===== config.mk =====
export PLATFORM = sky130hd
export DESIGN_NAME = tick_gen
export DESIGN_NICKNAME = d
export VERILOG_FILES = /design/src/rtl/timing_pkg.sv /design/src/rtl/tick_chan.sv /design/src/rtl/tick_gen.sv
export SDC_FILE = /design/constraint.sdc
export NUM_CORES = 1
export LEC_CHECK = 0
export CELL_PAD_IN_SITES_DETAIL_PLACEMENT = 1
export CELL_PAD_IN_SITES_GLOBAL_PLACEMENT = 1
export CORE_MARGIN = 10
export CORE_UTILIZATION = 45
export DETAILED_ROUTE_END_ITERATION = 6
export DONT_BUFFER_PORTS = 1
export MAX_ROUTING_LAYER = met4
export PLACE_DENSITY_LB_ADDON = 0.1
export SETUP_SLACK_MARGIN = 0.3
export SLEW_MARGIN = 20
export SYNTH_ARGS = -nofsm -noshare
export SYNTH_HDL_FRONTEND = slang
export SYNTH_SLANG_ARGS = --single-unit

===== constraint.sdc =====
create_clock -name clk -period 2.47 [get_ports clk]
set_clock_uncertainty 0.05 [all_clocks]
set_input_delay 0.494 -clock clk [delete_from_list [all_inputs] [get_ports clk]]
set_output_delay 0.494 -clock clk [all_outputs]
set_load 0.05 [all_outputs]

===== src/rtl/timing_pkg.sv =====
// rtl/timing_pkg.sv - shared clock-rate and tick divisor constants
//
// Contents:
//   CLK_HZ     system clock rate on clk
//   DIV_1HZ    divisor for a 1 Hz strobe
//   DIV_2HZ    divisor for a 2 Hz strobe
//   DIV_4HZ    divisor for a 4 Hz strobe
//   DIV_400HZ  divisor for a 400 Hz strobe
//   clog2()    ceiling log2, for sizing counters from divisors
package timing_pkg;

  localparam int unsigned CLK_HZ    = 100_000_000;
  localparam int unsigned DIV_1HZ   = CLK_HZ;
  localparam int unsigned DIV_2HZ   = CLK_HZ / 2;
  localparam int unsigned DIV_4HZ   = CLK_HZ / 4;
  localparam int unsigned DIV_400HZ = CLK_HZ / 400;

  // Number of bits needed to count v distinct values (0 for v <= 1).
  function automatic int clog2(input longint unsigned v);
    int              r;
    longint unsigned x;
    r = 0;
    x = (v == 0) ? 64'd0 : v - 64'd1;
    while (x != 0) begin
      r = r + 1;
      x = x >> 1;
    end
    return r;
  endfunction

endpackage


===== src/rtl/tick_chan.sv =====
// rtl/tick_chan.sv - one divider channel: counter, tick strobe, optional square wave
//
// Parameters:
//   CNT_W  counter width
//   D      divisor; 0 disables the channel, must not exceed 2**CNT_W
// Ports:
//   clk    system clock
//   rst    synchronous reset, active-high
//   en     count enable; counter holds while low
//   sync   synchronous realign; clears the channel like rst
//   tick   one-cycle strobe every D enabled cycles
//   sq     square wave toggling on each tick (constant 0 unless
//          TICK_GEN_SQUARE_EN is defined)
module tick_chan
  import timing_pkg::*;
#(
  parameter int         CNT_W = 27,
  parameter logic [63:0] D    = 64'd1
) (
  input  logic clk,
  input  logic rst,
  input  logic en,
  input  logic sync,
  output logic tick,
  output logic sq
);

  localparam bit CH_OFF = (D == 64'd0);
  // Terminal count; D == 2**CNT_W lands on all-ones, which is still correct.
  localparam logic [CNT_W-1:0] D_M1 = CH_OFF ? '0 : CNT_W'(D - 64'd1);

  generate
    if (D > (64'd1 << CNT_W)) begin : g_div_check
      $error("tick_chan: divisor does not fit a CNT_W-bit counter");
    end
  endgenerate

  logic [CNT_W-1:0] cnt;
  logic             tick_set;

  // High on the edge that will raise tick.
  assign tick_set = en && !CH_OFF && (cnt == D_M1);

  always_ff @(posedge clk) begin
    if (rst || sync) begin
      cnt  <= '0;
      tick <= 1'b0;
    end else if (en && !CH_OFF) begin
      if (tick_set) begin
        cnt  <= '0;
        tick <= 1'b1;
      end else begin
        cnt  <= cnt + CNT_W'(1);
        tick <= 1'b0;
      end
    end else begin
      tick <= 1'b0;
    end
  end

`ifdef TICK_GEN_SQUARE_EN
  always_ff @(posedge clk) begin
    if (rst || sync) begin
      sq <= 1'b0;
    end else if (tick_set) begin
      sq <= ~sq;
    end
  end
`else
  assign sq = 1'b0;
`endif

endmodule


===== src/rtl/tick_gen.sv =====
// rtl/tick_gen.sv - multi-channel tick generator built from tick_chan copies
//
// Optional feature macro: TICK_GEN_SQUARE_EN (enables the sq square waves).
// Parameters:
//   N_CH      number of channels
//   CNT_W     counter width per channel
//   DIV_LIST  packed divisors, channel i at DIV_LIST[i*CNT_W +: CNT_W]
// Ports:
//   clk   system clock
//   rst   synchronous reset, active-high
//   en    global count enable
//   sync  synchronous realign of all channels
//   tick  one-cycle strobe per channel
//   sq    square wave per channel
module tick_gen
  import timing_pkg::*;
#(
  parameter int                    N_CH     = 4,
  parameter int                    CNT_W    = 27,
  parameter logic [N_CH*CNT_W-1:0] DIV_LIST = {CNT_W'(DIV_1HZ), CNT_W'(DIV_4HZ),
                                               CNT_W'(DIV_400HZ), CNT_W'(DIV_2HZ)}
) (
  input  logic            clk,
  input  logic            rst,
  input  logic            en,
  input  logic            sync,
  output logic [N_CH-1:0] tick,
  output logic [N_CH-1:0] sq
);

  generate
    for (genvar i = 0; i < N_CH; i++) begin : g_ch
      tick_chan #(
        .CNT_W (CNT_W),
        .D     (64'(DIV_LIST[i*CNT_W +: CNT_W]))
      ) u_chan (
        .clk  (clk),
        .rst  (rst),
        .en   (en),
        .sync (sync),
        .tick (tick[i]),
        .sq   (sq[i])
      );
    end
  endgenerate

endmodule


# Yosys cells after proc, flatten, opt, wreduce, memory -nomap -nowiden
# Cells that the tools add are included.
[op_classes] bitwise=1 multipliers=0 add_sub_neg=4 n_reduce_logical=6 n_eq_ne=4 order_cmp=0 mux=8 n_div=0 shifts=0
[ops] operator="27-bit by 1-bit adder with 27-bit output (second input constant)" count=4
[ops] operator="27-bit 2-to-1 mux" count=4
[ops] operator="27-bit by 18-bit == test with 1-bit output (second input constant)" count=1
[ops] operator="27-bit by 25-bit == test with 1-bit output (second input constant)" count=1
[ops] operator="27-bit by 26-bit == test with 1-bit output (second input constant)" count=1
[ops] operator="27-bit == test (second input constant)" count=1
[ops] operator="1-bit logical AND" count=4
[ops] operator="1-bit 2-to-1 mux" count=4
[ops] operator="2-bit OR reduction" count=1
[ops] operator="1-bit logical OR" count=1
[ops] operator="1-bit NOT" count=1
[word_totals] n_memories=0 rom_bits=0 mem_bits_rw=0 ff_bits=112 elab_cells=31 latchBits=0 in_bits=4

# Depth between registers and ports, before layout
# Gate-level depths: netlist of run 1.
[depth] word_depth=3 depth_mapped=7 mapped_depth_nobuf=6

# By module
# A second synthesis of run 1 with hierarchy kept.
[hier_totals] hier_cells=671 hier_area_um2=5750.5
[by_module_without_submodules] mod="tick_chan (g_ch[2].u_chan)" cells_per_inst=174 area_each_um2=1471.4 instances=1
[by_module_without_submodules] mod="tick_chan (g_ch[0].u_chan)" cells_per_inst=170 area_each_um2=1468.9 instances=1
[by_module_without_submodules] mod="tick_chan (g_ch[3].u_chan)" cells_per_inst=172 area_each_um2=1433.9 instances=1
[by_module_without_submodules] mod="tick_chan (g_ch[1].u_chan)" cells_per_inst=155 area_each_um2=1376.3 instances=1

# Least setup slack after synthesis of run 1
# Ideal clock, no wire load.
[synth_timing] kind="register to register" start="reg g_ch[1].u_chan.cnt[0]" end="reg g_ch[1].u_chan.cnt[11]" synth_period_minus_slack_ns=1.968 arrival_ns=1.804 n_path_buf=1 stages_incl_launch_ff=8 required_time_ns=2.305 path_slack_ns=0.502 cell_sequence="dfxtp_1 ha_1 nand4_1 or2_2 or3_1 nand2_1 buf_4 nor2_1"
[synth_between] elab_chain_len=3 word_cells_on_any_way=4
[synth_rtl] item="start, declared" line_no="tick_chan.sv:38" text="logic [CNT_W-1:0] cnt;"
[synth_rtl] item="start signal, assigned" line_no="tick_chan.sv:53" text="cnt <= cnt + CNT_W'(1);"
[synth_rtl] item="parallel branches: the longest is 2 deep, another holds 27-bit by 1-bit adder with 27-bit output"
[synth_rtl] item="27-bit 2-to-1 mux (*)" line_no="tick_chan.sv:49" text="if (tick_set) begin"
# Mark *: on every way between the ends.
# A chain may end at the register's enable or synchronous reset.

# Worst setup path after layout of run 1
[layout_timing] start="reg g_ch[2].u_chan.cnt[7]" end="reg g_ch[2].u_chan.cnt[12]"
[layout_between] elab_chain_len=3 word_cells_on_any_way=4
[layout_rtl] item="start, declared" line_no="tick_chan.sv:38"
[layout_rtl] item="start signal, assigned" line_no="tick_chan.sv:53"
[layout_rtl] item="parallel branches: the longest is 2 deep, another holds 27-bit by 1-bit adder with 27-bit output"
[layout_rtl] item="27-bit 2-to-1 mux (*)" line_no="tick_chan.sv:49"
# Marks and branches as above.

==> metrics, run 1 <==
outcome finished clean; Clock Tree Buf Depth 2; routability cong. 0.823; worst min path class in -> reg; Worst IR Drop VDD roughly 0.00047 V; Final setup violation count 0; Die Y approximately 130 microns; Remaining DRCs 0; Leak ~0.0018 uW; drt total wl 11400 microns; Max Cap Viol 0; antenna diode count 0; Synth async-reset ratio 0%; die area 16100 sq um; critical path peak fanout 22; Pre-antenna DRT Iters 4; R2R depth 6; dominant synthesized flop cell dfxtp_1; CTS sink cnt 112; pwr dens about 610 nW/um^2; hold_buf cts 0; fin crit period 2050 ps; clock-pin slew on the worst setup and hold paths 70 ps; unrepaired setup endpoints after global routing yes; worst-margin pin slew 883 ps; Critical Path AT 2240 ps; Final Hold Vio Count 0; Slew Limit Fails 0; pin count of the biggest net entering global routing 33; Area growth syn-to-layout 10.8%; antenna-violating nets left 0; initial antenna violation count 0; library cells used by synthesis 42; FP Rows 38; Post-DP Area 5250 sq um; Vias 4061; Skew-Pair Late Insertion Delay ~350 ps; Seq cells post-synth 112; CTS tree yes; H-Tree Depth 3; met1 Resource Use GR between 10% and 20%; met2 usage in global routing 24.1%; final worst path period share 83.0%; Initial Util 46.8%; Die X-Extent approximately 130 microns; nets 614; flop-to-flop setup slack 420 ps; per-cell routed wire length 15.1 microns; setup TNS 0 ps; grt ovf 0; Ys Warns 0; Worst Hold Depth 2; most frequent cells in the layout 126 x nor2_1, 112 x dfxtp_1, 56 x xor2_1, 54 x nand2_1, 41 x xnor2_1; Critical Path Source Type flop; met3 Usage GRT 3.92%; hold endpoint g_ch[2].u_chan.cnt[0]; register area share after synthesis around 44%; CP Data Required Time 2660 ps; min-delay src en; max_slew headroom 40.9%; fmax about 490 MHz; vias in the first global route 4121; Initial DRC Count a little under 200; Post-DP HPWL ~7800 microns; Post-synth EDFFs 0; Fin Hold WS 260 ps; WS Path Type reg -> reg; Post-Syn Instances 601; Post-Syn Area per Cell 8.54 sq um; Port Buffers 0; # IOs 12; post-synthesis instance area 5130 sq um; Worst R2R Start g_ch[2].u_chan.cnt[7]; Core Area 11000 sq um; crit path capture type flop; average vias per placed instance between 5 and 6; most common cell after layout, fill and taps aside nor2_1; gr busiest metal met2; cts bufs inserted 9; first-pass GRT wire length 19500 microns; clk root buf clkbuf_16; All-Layer GR Usage 14.7%; share of layout cells above drive strength 1 7.04%; final instance area 5690 sq um; r2r endpoint g_ch[2].u_chan.cnt[12]
[power breakdown]
group | switching (uW) | internal, uW | leakage (uW) | total (uW)
Sequential | 5.37 | 1810 | 0.000902 | 1810
Clock | 632 | 973 | 0.000163 | 1610
Combinational | 50.5 | 16.4 | 0.000758 | 66.8
[cell usage after synthesis, types with 3 or more instances]
cell | instances | area (sq um)
nand2_1 | 54 | 203
inv_1 | 8 | 30.0
nor3_1 | 11 | 55.1
nand2b_1 | 5 | 31.3
ha_1 | 4 | 50.1
nor2_1 | 126 | 473
xnor2_1 | 41 | 359
nand4_1 | 33 | 206
and4_1 | 13 | 114
xor2_1 | 56 | 490
nor4_1 | 21 | 131
buf_4 | 12 | 90.1
clkbuf_1 | 8 | 30.0
or4_1 | 4 | 30.0
nand3_1 | 39 | 195
or3_1 | 3 | 18.8
dfxtp_1 | 112 | 2240
nand3b_1 | 3 | 22.5
a21oi_1 | 7 | 35.0
and3_1 | 11 | 68.8
[worst max-delay path, cell delays in order (launching register included)]
cell     delay [ps]
dfxtp_1         360
or4_1           610
nor4_4          360
nand3_1         170
nand2_1         110
buf_6           200
nor2_1           70
[kinds of logic (layout without fill, tap and decap cells)]
group                    count (synthesis)  count (layout)  synth area share (%)
AO/OA/AOI/OAI                           14              14                  1.68
XOR/XNOR                                97              97                  16.5
adder cells (fa/ha/maj)                  4               4                 0.975
buffers and inverters                   32              39                  3.56
flip-flops                             112             112                  43.7
multiplexers                             2               2                 0.390
other                                    1               4                0.0730
AND/OR/NAND/NOR                        339             339                  33.1
[metrics by stage]
stage	setup slack (ps)	util [%]	power, uW	cells
after floorplan	502	-	1920	604
after global placement	269	47.8	1920	729
after detailed placement	248	47.8	1920	729
after CTS	312	50.9	3550	746
after global routing	264	51.8	3630	751
final	419	51.8	3490	751
[routing by layer]
| metal | wire (microns) | vias up |
|---|---|---|
| met4 | 155 | 0 |
| met3 | 238 | 12 |
| met2 | 5650 | 24 |
| met1 | 5330 | 1962 |
| li1 | - | 2063 |
| met5 | 0 | - |
[cell type report]
| class | count | area, sq um |
|---|---|---|
| Clock buffer | 14 | 274 |
| Clock inverter | 2 | 60.1 |
| Fill cell | 1300 | 5300 |
| Inverter | 8 | 30.0 |
| Multi-Input combinational cell | 460 | 2780 |
| Sequential cell | 112 | 2240 |
| Tap cell | 140 | 175 |
| Timing Repair Buffer | 15 | 129 |
[timing repair]
action                     in CTS  in global routing
buffers inserted                1                  5
setup endpoints to repair      45                 69
pin swaps                       1                  2
gates resized for setup         1                  9
[how the worst max path moves through the flow]
stage,from,endpoint,slack (ps)
4_1_cts,g_ch[3].u_chan.cnt[0],g_ch[3].u_chan.cnt[23],310
3_3_place_gp,g_ch[3].u_chan.cnt[0],g_ch[3].u_chan.cnt[22],270
3_5_place_dp,g_ch[3].u_chan.cnt[0],g_ch[3].u_chan.cnt[13],250
6_report,g_ch[2].u_chan.cnt[7],g_ch[2].u_chan.cnt[12],420
2_1_floorplan,g_ch[1].u_chan.cnt[0],g_ch[1].u_chan.cnt[11],500
5_1_grt,g_ch[0].u_chan.cnt[0],g_ch[0].u_chan.cnt[18],260
[state kept, by name, indices dropped and copies added (netlist names)]
register and flops:
g_ch.u_chan.tick 4, g_ch.u_chan.cnt 108
No activity file was read; power rests on OpenSTA's default activity.
==> run 2: changes to the inputs <==
clock period = 1.99 ns   (was 2.47 ns; I/O delays follow)
==> run 2 against run 1 <==
First-iteration DRC count grew 32%. Power grew 22%. Global-route usage grew 1.9 points. Fmax grew 5.4%. Flip-flop and latch count is the same. Register-to-register slack lost 380 ps. Clock power grew 16%. Largest cell class unchanged.
==> metrics, run 2 (synthesized netlist as in run 1, its figures left out) <==
outcome finished clean; Die Y 127 microns; Max Cap Viol 0; biggest regs g_ch.u_chan.cnt (108), g_ch.u_chan.tick (4); routability cong. 0.777; clock-pin slew on the worst setup and hold paths 80 ps; most frequent cells in the layout 79 x nor2_1, 79 x dfxtp_1, 58 x buf_4, 51 x xor2_1, 49 x nand2_1; sequential power share 52.6%; CP Data Required Time ~2200 ps; R2R depth 6; final worst path period share 97.8%; Critical Path AT 2150 ps; fmax approximately 510 MHz; die area roughly 16000 sq um; unrepaired setup endpoints after global routing yes; pin count of the biggest net entering global routing 33; max FFs per register about 110; FP Rows 38; clk root buf clkbuf_16; Skew-Pair Late Insertion Delay 360 ps; vias in the first global route 4530; share of layout cells above drive strength 1 a little over a third; Worst IR Drop VDD 0.000849 V; # IOs 12; clock power share 43.7%; Pwr Total 4270 uW; Leak 0.00228 uW; Post-DP HPWL 8440 microns; Remaining DRCs 0; drt total wl 15000 microns; Sw Ratio 21.8%; Critical Path Source Type flop; per-cell routed wire length 18.5 microns; nets ~670; # fillers 1231; Int Pwr 3340 uW; Post-DP Area between 5000 and 6000 sq um; All-Layer GR Usage about 17%; Core Area 11000 sq um; Final Hold Vio Count 0; Comb power frac 3.8%; WS Path Type reg -> reg; Clock Tree Buf Depth 2; grt ovf 0; Fin Hold WS 142 ps; final instance area around 7000 sq um; Worst path slowest cell or4_4; average vias per placed instance 5.56; Port Buffers 0; Psw 932 uW; Worst Hold Depth 2; Pre-antenna DRT Iters 4; setup TNS 0 ps; worst min path class in -> reg; initial antenna violation count 0; hold_buf cts 0; Vias about 4.5k; Area growth syn-to-layout 33.6%; Initial DRC Count 257; antenna diode count 0; critical path peak fanout 6; CTS sink cnt 112; Initial Util 46.8%; Reg with most FFs g_ch.u_chan.cnt; max incr delay on CP 560 ps; crit path capture type flop; Die X-Extent 127 microns; pwr dens 623 nW/um^2; H-Tree Depth 3; Final setup violation count 0; fin crit period 1950 ps; first-pass GRT wire length 22000 microns; cts bufs inserted 9; antenna-violating nets left 0; CP cell instances or4_4, nor4_4, nand3_2, nand2_4, clkbuf_16, nor2_2; Slew Limit Fails 0; max_slew headroom 66.2%; CTS tree yes; worst-margin pin slew 503 ps
## run 2: per-layer routing
layer,track usage [%],part of all wire (%),wire length [microns]
met2,28.3,52,7810
met1,19.4,44,6660
met3,4.08,2.4,361
met5,-,0,0
met4,3.82,0.99,149
## run 2: path summary, 6_finish.rpt
check,end,startpoint,slack [ps]
setup / recovery,g_ch[2].u_chan.cnt[6],g_ch[2].u_chan.cnt[6],40
hold / removal,g_ch[1].u_chan.cnt[1],en,140
setup reg to reg,g_ch[2].u_chan.cnt[6],g_ch[2].u_chan.cnt[6],40
hold reg to reg,g_ch[2].u_chan.cnt[24],g_ch[2].u_chan.cnt[24],450
## run 2: repair_timing
action | 4_1_cts | 5_1_grt
setup buffers | 17 | 9
setup endpoints to repair | 88 | 105
pin swaps | 48 | 27
cloned | 3 | 5
resized for setup | 65 | 101
## run 2: area by class of cell
type | instances | area, sq um | area share [%]
multi-input cells | 463 | 3400 | 49.6
flip-flops and latches | 112 | 2300 | 33.5
repair buffers | 71 | 649 | 9.47
clock buffers | 13 | 260 | 3.79
well taps | 140 | 175 | 2.55
clock inverters | 3 | 40.0 | 0.584
inverters | 8 | 30.0 | 0.438
## run 2: critical path, delay by kind of cell, from the launching register on
family / cells / cell delay [ps]
buf+inv: 1 / 180
simple gates: 5 / 1250
flops: 1 / 350
## run 2: power by group through the flow
| stage | sequential [uW] | clock, uW | combinational (uW) |
|---|---|---|---|
| after floorplan | 2300 | 0 | 87.7 |
| after global placement | 2300 | 0 | 93.5 |
| after detailed placement | 2300 | 0 | 95.3 |
| after CTS | 2250 | 1900 | 121 |
| after global routing | 2240 | 2010 | 170 |
| final | 2240 | 1860 | 161 |
## run 2: through the flow
step	setup slack [ps]	utilization, %	std cells
after floorplan	220	-	604
after global placement	121	50.9	760
after detailed placement	77.4	50.9	760
after CTS	126	57.6	796
after global routing	16.6	62.4	810
final	43.1	62.4	810
==> run 3: changes to the inputs <==
SKIP_CTS_REPAIR_TIMING = 1   (was default)
==> run 3 against run 2 <==
Power down 1.0%. Clock-buffer cell count unchanged. Largest power group unchanged. Critical path type unchanged. Critical endpoint is now g_ch[3].u_chan.cnt[11]. First-iteration DRC count down 40%. Cell count down 1.6%. Global-route usage down 1.3 points. Non-clock buffer count down 10. Routed wire length down 15%. Worst hold slack worse by 1.8 ps.
==> metrics, run 3 (synthesized netlist as in run 1, its figures left out) <==
outcome finished clean; CTS sink cnt 112; unrepaired setup endpoints after global routing yes; Die X-Extent ~130 microns; routability cong. 0.777; fmax 514 MHz; pwr dens 665 nW/um^2; most frequent cells in the layout 114 x nor2_1, 90 x dfxtp_1, 56 x xor2_1, 53 x buf_4, 51 x nand2_1; clk root buf clkbuf_16; Vias 4325; Leak 0.00211 uW; per-cell routed wire length 16.1 microns; share of layout cells above drive strength 1 about a quarter; most common cell after layout, fill and taps aside nor2_1; CTS tree yes; clock-pin slew on the worst setup and hold paths approximately 70 ps; CP cell instances or4_1, or4_4, nand2_8, clkbuf_16, nor2_1; Initial Util 46.8%; All-Layer GR Usage 15.4%; crit path capture type flop; biggest regs g_ch.u_chan.cnt (108), g_ch.u_chan.tick (4); Pre-antenna DRT Iters 4; CP Buf/Inv Count 1; Remaining DRCs 0; initial antenna violation count 0; antenna diode count 0; CP Data Required Time approximately 2200 ps; Clock Tree Buf Depth 2; drt total wl around 13000 microns; WS Path Type reg -> reg; vias in the first global route roughly 4.3k; # IOs 12; Crit path max-delay family simple AND/OR/NAND/NOR gates; nets 660; Area growth syn-to-layout 23.8%; fin crit period 1950 ps; Skew-Pair Late Insertion Delay ~350 ps; Critical Path Source Type flop; Port Buffers 0; Reg with most FFs g_ch.u_chan.cnt; final worst path period share 97.7%; setup TNS 0 ps; Die Y between 100 and 150 microns; FP Rows 38; Final setup violation count 0; Initial DRC Count between 150 and 200; pin count of the biggest net entering global routing 33; cts bufs inserted 9; Critical Path AT about 2100 ps; Pwr Total 4230 uW; Core Area 11000 sq um; antenna-violating nets left 0; H-Tree Depth 3; Max Cap Viol 0; Worst IR Drop VDD between 0.0007 and 0.0008 V; critical path peak fanout 5; Final Hold Vio Count 0; Slew Limit Fails 0; # fillers 1267; die area between 15000 and 20000 sq um; Worst path slowest cell or4_4; average vias per placed instance 5.43; first-pass GRT wire length between 20000 and 25000 microns; grt ovf 0; worst min path class in -> reg; max FFs per register 108; max incr delay on CP 610 ps; Post-DP HPWL 8440 microns
==> run 3: changes by cell type in the layout (fill, tap and decap cells not counted), sizes merged <==
cell    before  now
buf         68   59
clkbuf      16   15
nand2       58   55
==> run 3: worst paths after layout <==
| check | from | endpoint | slack, ps | cells past startpoint |
|---|---|---|---|---|
| setup reg to reg | g_ch[3].u_chan.cnt[8] | g_ch[3].u_chan.cnt[11] | 40 | 5 |
| hold / removal | en | g_ch[1].u_chan.cnt[1] | 140 | 2 |
| hold reg to reg | g_ch[2].u_chan.cnt[24] | g_ch[2].u_chan.cnt[24] | 440 | 2 |
| setup / recovery | g_ch[3].u_chan.cnt[8] | g_ch[3].u_chan.cnt[11] | 40 | 5 |
==> run 3: cell type report <==
cell class	instances	area [sq um]	area share, %
clock buffer	13	260	4.09
tap	140	175	2.75
timing repair buffer	61	542	8.52
multi-input combinational	460	3030	47.7
clock inverter	3	40.0	0.630
sequential	112	2280	35.9
inverter	8	30.0	0.472
==> run 3: per-layer routing <==
metal | track usage (%) | vias to the layer above | part of all wire (%)
met5 | - | - | 0
met4 | 3.42 | 0 | 1.1
met3 | 3.96 | 10 | 1.7
met2 | 25.5 | 24 | 51
met1 | 18.3 | 2142 | 46
li1 | - | 2149 | -
==> run 3: report_power, final <==
| part | switching (uW) | internal (uW) |
|---|---|---|
| clock network | 812 | 1040 |
| logic | 79.3 | 44.8 |
| registers | 6.47 | 2240 |
| total | 898 | 3330 |
==> run 3: stage by stage <==
stage / cells / instance area (sq um) / utilization (%) / hold WS (ps) / setup WS [ps]
after floorplan: 604 / 5250 / - / 395 / 220
after global placement: 760 / 5590 / 50.9 / 418 / 121
after detailed placement: 760 / 5590 / 50.9 / 432 / 77.4
after CTS: 776 / 5890 / 53.7 / 130 / 57.1
after global routing: 797 / 6360 / 57.9 / 123 / 3.86
final: 797 / 6360 / 57.9 / 140 / 44.9
==> RTL edit 1: new RTL, config.mk and constraints of run 2 <==
Add a define of `TICK_GEN_SQUARE_EN`.
--- a/src/rtl/tick_chan.sv
+++ b/src/rtl/tick_chan.sv
@@ -11,6 +11,8 @@
 //   tick   one-cycle strobe every D enabled cycles
 //   sq     square wave toggling on each tick (constant 0 unless
 //          TICK_GEN_SQUARE_EN is defined)
+`define TICK_GEN_SQUARE_EN
+
 module tick_chan
   import timing_pkg::*;
 #(
Formal check against the unedited RTL: same outputs for any inputs over 10 cycles, from zero or initial values; that may be too few to reach the edited logic, so the function may still have changed.
==> RTL edit 1 against run 2 <==
- the flow now finishes with violations (negative setup slack)
- setup slack worse by 0.21 ns
- sequential cell count rose by 4
- utilization up 9.5 points
- routed wire length increased by 110%
- area after synthesis grew 12%
- via count increased by 58%
- total power increased by 41%
- cell area up 32%
- critical path type unchanged
- critical endpoint is now g_ch[0].u_chan.cnt[16]
- largest power group is now the clock network
==> RTL edit 1: results (changes against run 2) <==
- Status: complete, but fails checks
- Failing checks: negative setup slack
- Crit-path max cell delay: 0.62 ns (+0.06 ns)
- Netlist cell types: 49 (+17%)
- Hold Path Stages: 1 (-1)
- Routed vias: 7112 (+58%)
- Compound-Gate Fraction of Synth Area: 0.135 (+0.118)
- Data arrival time of the critical path: 2.38 ns (+0.23 ns)
- Top cells by area, synth: dfxtp_1 40%, nand4_1 5.2%, or4_1 4.4%, xor2_1 4.4%, a21oi_1 4.0%
- Max transition margin: 0.337 (-0.325)
- Synth Area per Inst: 8.48 µm² (-0.69%)
- Synth Area in XOR/XNOR: 0.0717 (-0.0938)
- Worst setup path start: g_ch[0].u_chan.cnt[17]
- Synth top area share: 0.404 (-0.0324)
- Yosys reg bits: 116 (+3.6%)
- Vias in the first global route: 6591 (+45%)
- Clk_buf instances: 22 (+9)
- All-layer global routing usage: 0.253 (+0.0868)
- First-pass GRT wire length: 35600 µm (+62%)
- Biggest regs: g_ch.u_chan.cnt x108, g_ch.u_chan.sq x4, g_ch.u_chan.tick x4
- Final wirelength: 31400 µm (+110%)
- Clock latency at the later pin of the worst-skew pair: 0.45 ns (+0.09 ns)
- First-pass DRT Iterations: 7 (+3)
- H-tree levels: 4 (+1)
- CTS buffer count: 17 (+8)
- Hold Path End: g_ch[0].u_chan.cnt[1]
- P_leak: 0.00286 µW (+25%)
- TNS Setup: -4.29 ns (-4.29 ns)
- Clock-cell share: 0.0700 (+0.0262)
- Routability cong.: 0.836 (+7.6%)
- Commonest cells post-synth: 116 x dfxtp_1, 48 x nand4_1, 46 x a21oi_1
- Met2 wire len: 15000 µm (+92%)
- Post-DP HPWL: 10900 µm (+29%)
- Mux cell area share after synthesis: 0.00174 (-0.00216)
- Post-Synth Adder-Cell Area: 0.00871 (-0.00103)
- Fillers: 1274 (+3.5%)
- Setup-failing EPs final: 51 (+51)
- Critical R2R Launch: g_ch[0].u_chan.cnt[17]
- Buffering overhead: 0.168 (+0.0729)
- Multi-input logic area: 4200 µm² (+23%)
- Share of cells above drive strength 1: 0.515 (+0.167)
- Reg clk slew, reported paths: 0.06 ns (-0.02 ns)
- Nonclk buf count: 160 (+130%)
- Multi-input gate count: 505 (+9.1%)
- Seq area share: 0.270 (-0.0654)
- WHS: 0.0686 ns (-0.0732 ns)
- Largest net degree at the start of global routing: 38 (+15%)
- Critical Path End: g_ch[0].u_chan.cnt[16]
- Dpl ws: -0.00464 ns (-0.0820 ns)
- Register area share after synthesis: 0.404 (-0.0324)
- Detailed router's first-iteration violation count: 773 (+200%)
- Fin worst setup slack: -0.170 ns (-0.213 ns)
-- RTL edit 1: metal layers --
| layer | vias to the layer above | track usage |
|---|---|---|
| met5 | - | - |
| met4 | 0 | 0.119 |
| met3 | 203 | 0.0530 |
| met2 | 533 | 0.432 |
| met1 | 3547 | 0.277 |
| li1 | 2829 | - |
-- RTL edit 1: repair_timing --
action / in CTS / in global routing
gates resized for setup: 133 / 196
endpoints found under the hold margin: 0 / 0
setup buffers: 67 / 23
setup endpoints to repair: 112 / 113
pin swaps: 51 / 72
cloned: 6 / 6
-- RTL edit 1: stage by stage --
step | utilization | power [µW] | cells
global route | 0.719 | 6100 | 995
detailed placement | 0.505 | 2470 | 861
CTS | 0.638 | 5830 | 966
floorplan | - | 2450 | 677
finish | 0.719 | 6030 | 996
global placement | 0.505 | 2460 | 861
-- RTL edit 1: power by group --
group          switching (µW)  internal, µW
Clock                    1260          2250
Combinational             119          91.1
Sequential               9.34          2300
Total                    1390          4640
==> RTL edit 2: new RTL, config.mk and constraints of run 2 <==
Made on the original files. Put a register stage on the output `tick`, without a reset. The value now appears one clock later. The other outputs are not delayed to match. Comments in the files are not updated.
--- a/src/rtl/tick_gen.sv
+++ b/src/rtl/tick_gen.sv
@@ -28,6 +28,8 @@
   output logic [N_CH-1:0] sq
 );
 
+  logic [N_CH-1:0] tick_d;
+
   generate
     for (genvar i = 0; i < N_CH; i++) begin : g_ch
       tick_chan #(
@@ -38,11 +40,15 @@
         .rst  (rst),
         .en   (en),
         .sync (sync),
-        .tick (tick[i]),
+        .tick (tick_d[i]),
         .sq   (sq[i])
       );
     end
   endgenerate
 
+  always_ff @(posedge clk) begin
+      tick <= tick_d;
+  end
+
 endmodule
 
Function: no difference found for any inputs over 10 cycles, from zero or initial values; that may be too few to reach the edited logic, so the function may still have changed.
==> RTL edit 2 against run 2 <==
- routed wire length up 23%
- worst hold slack worse by 0.029 ns
- non-clock buffer count up 38
- synthesized cell count up 8.7%
- cell area up 13%
- total power up 24%
- area after synthesis up 7.6%
- setup slack better by 0.14 ns
- first-iteration DRC count up 32%
- global-route usage up 4.3 points
- utilization up 2.3 points
- cell count up 11%
- sequential cell count up 4
- critical endpoint is now g_ch[0].u_chan.cnt[22]
==> RTL edit 2: results (changes against run 2) <==
- CTS buffer count: 17 (+8)
- RR Endpoint: g_ch[0].u_chan.cnt[22]
- Post-DP HPWL: 9970 µm (+18%)
- Routability cong.: 0.808 (+3.9%)
- Biggest regs: g_ch.u_chan.cnt x108, g_ch.u_chan.tick x4, tick x4
- Post-synthesis async set-or-reset flop share: 0 (unchanged)
- Hold Path Stages: 2 (unchanged)
- Final wirelength: 18500 µm (+23%)
- Ys flop type: dfxtp_1
- Status: finished clean
- Vias in the first global route: 5716 (+26%)
- Routing usage on met1: 0.225 (+0.0306)
- Port bufs: 0 (unchanged)
- Worst VDD drop: 0.480 mV (-43%)
- Vias per inst: 6.21 (+12%)
- Grt met3 use: 0.0475 (+0.00673)
- Hold WC Path Type: in -> reg
- P_leak: 0.00248 µW (+8.6%)
- Fillers: 1341 (+8.9%)
- Clock root buffer: clkbuf_16
- First-pass DRT Iterations: 4 (unchanged)
- R2R depth: 5 (-1)
- Hold Path End: g_ch[2].u_chan.cnt[0]
- Dpl ws: 0.0139 ns (-0.0635 ns)
- Crit path max fanout: 4 (-2)
- Final min period: 1.81 ns (-0.136 ns)
- Top cells by area, synth: dfxtp_1 42%, a21oi_1 5.8%, nand4_1 4.8%, xor2_1 4.8%, or4_1 4.6%
- Placed cell area: 6020 µm² (+7.7%)
- Reg clk slew, reported paths: 0.05 ns (-0.03 ns)
- H-tree levels: 4 (+1)
- Clock latency at the later pin of the worst-skew pair: 0.43 ns (+0.07 ns)
- HP Start: en
- All-layer global routing usage: 0.210 (+0.0433)
- # diodes: 0 (unchanged)
- Initial antenna violation count: 0 (unchanged)
- Critical R2R Launch: g_ch[0].u_chan.cnt[13]
- Register area share after synthesis: 0.420 (-0.0165)
- Detailed router's first-iteration violation count: 339 (+32%)
- Yosys warns: 0 (unchanged)
- Commonest cells post-synth: 116 x dfxtp_1, 64 x a21oi_1, 46 x nor2_1
- Bufs on Longest Clock Path: 2 (unchanged)
- Netlist cell types: 49 (+17%)
- Met2 usage: 0.374 (+0.0913)
- Fin nets: 748 (+11%)
- First-pass GRT wire length: 28200 µm (+28%)
- Share of cells above drive strength 1: 0.405 (+0.0570)
- FF+latch area: 2430 µm² (+5.6%)
- Largest net degree at the start of global routing: 36 (+9.1%)
- Data arrival time of the critical path: 2.10 ns (-0.05 ns)
- Internal reg-to-reg setup slack: 0.18 ns (+0.14 ns)
RTL edit 2: cell count changes in the layout (fill, tap and decap cells not counted), moves of 15 or more:
cell | before | now
dfxtp_1 | 79 | 60
o31ai_1 | 0 | 27
xnor2_1 | 40 | 11
o21ai_0 | 0 | 25
a21oi_2 | 3 | 37
buf_4 | 58 | 77
a21oi_1 | 4 | 28
nand2_1 | 49 | 34
or3_1 | 2 | 22
nor2_1 | 79 | 31
xor2_1 | 51 | 30
nor2_2 | 31 | 7
dfxtp_2 | 27 | 42
or4_1 | 1 | 28
RTL edit 2: kinds of logic (layout without fill, tap and decap cells):
group	Yosys count	in the layout	share of synthesized area
fa+ha+maj	4	4	0.00906
buf+inv	55	150	0.0421
compound gates	141	141	0.154
simple gates	295	295	0.309
xor+xnor	41	41	0.0650
other cells	1	4	0.000679
flops	116	116	0.420
RTL edit 2: critical path: stages, from the launching register on:
cell,delay (ns)
dfxtp_2,0.35
nand4_4,0.12
buf_6,0.14
or3_4,0.41
or4_4,0.50
a21oi_2,0.16
RTL edit 2: worst max-delay path by stage:
stage,cells after the start,start,endpoint
3_5_place_dp,5,g_ch[2].u_chan.cnt[24],g_ch[2].u_chan.cnt[0]
4_1_cts,7,g_ch[0].u_chan.cnt[1],g_ch[0].u_chan.cnt[19]
5_1_grt,6,g_ch[2].u_chan.cnt[7],g_ch[2].u_chan.cnt[0]
2_1_floorplan,6,g_ch[0].u_chan.cnt[4],g_ch[0].u_chan.cnt[26]
6_report,5,g_ch[0].u_chan.cnt[13],g_ch[0].u_chan.cnt[22]
3_3_place_gp,5,g_ch[2].u_chan.cnt[24],g_ch[2].u_chan.cnt[0]
RTL edit 2: final cells by class:
cell class / count / area share
Tap cell: 147 / 0.0236
Sequential cell: 116 / 0.312
Timing Repair Buffer: 109 / 0.132
Clock buffer: 24 / 0.0606
Multi-Input combinational cell: 485 / 0.459
Inverter: 11 / 0.00531
Clock inverter: 6 / 0.00708
RTL edit 2: power breakdown:
group | total (µW) | switching [µW] | internal (µW)
clock | 2800 | 1050 | 1750
sequential | 2320 | 6.92 | 2310
combinational | 189 | 104 | 85.5
RTL edit 2: metal layers:
layer	part of all wire	up-vias
met5	0	-
met4	0.023	0
met3	0.032	39
met2	0.54	107
met1	0.41	2809
li1	-	2624
RTL edit 2: stage by stage:
stage	cells	hold slack (ns)
3_3_place_gp	816	0.260
6_report	898	0.113
3_5_place_dp	816	0.273
5_1_grt	898	0.109
4_1_cts	879	0.0966
2_1_floorplan	656	0.260
RTL edit 2: repair_timing:
| action | 4_1_cts | 5_1_grt |
|---|---|---|
| cloned | 5 | 6 |
| gates resized for setup | 110 | 118 |
| setup endpoints to repair | 106 | 107 |
| pin swaps | 24 | 34 |
| setup buffers | 28 | 13 |
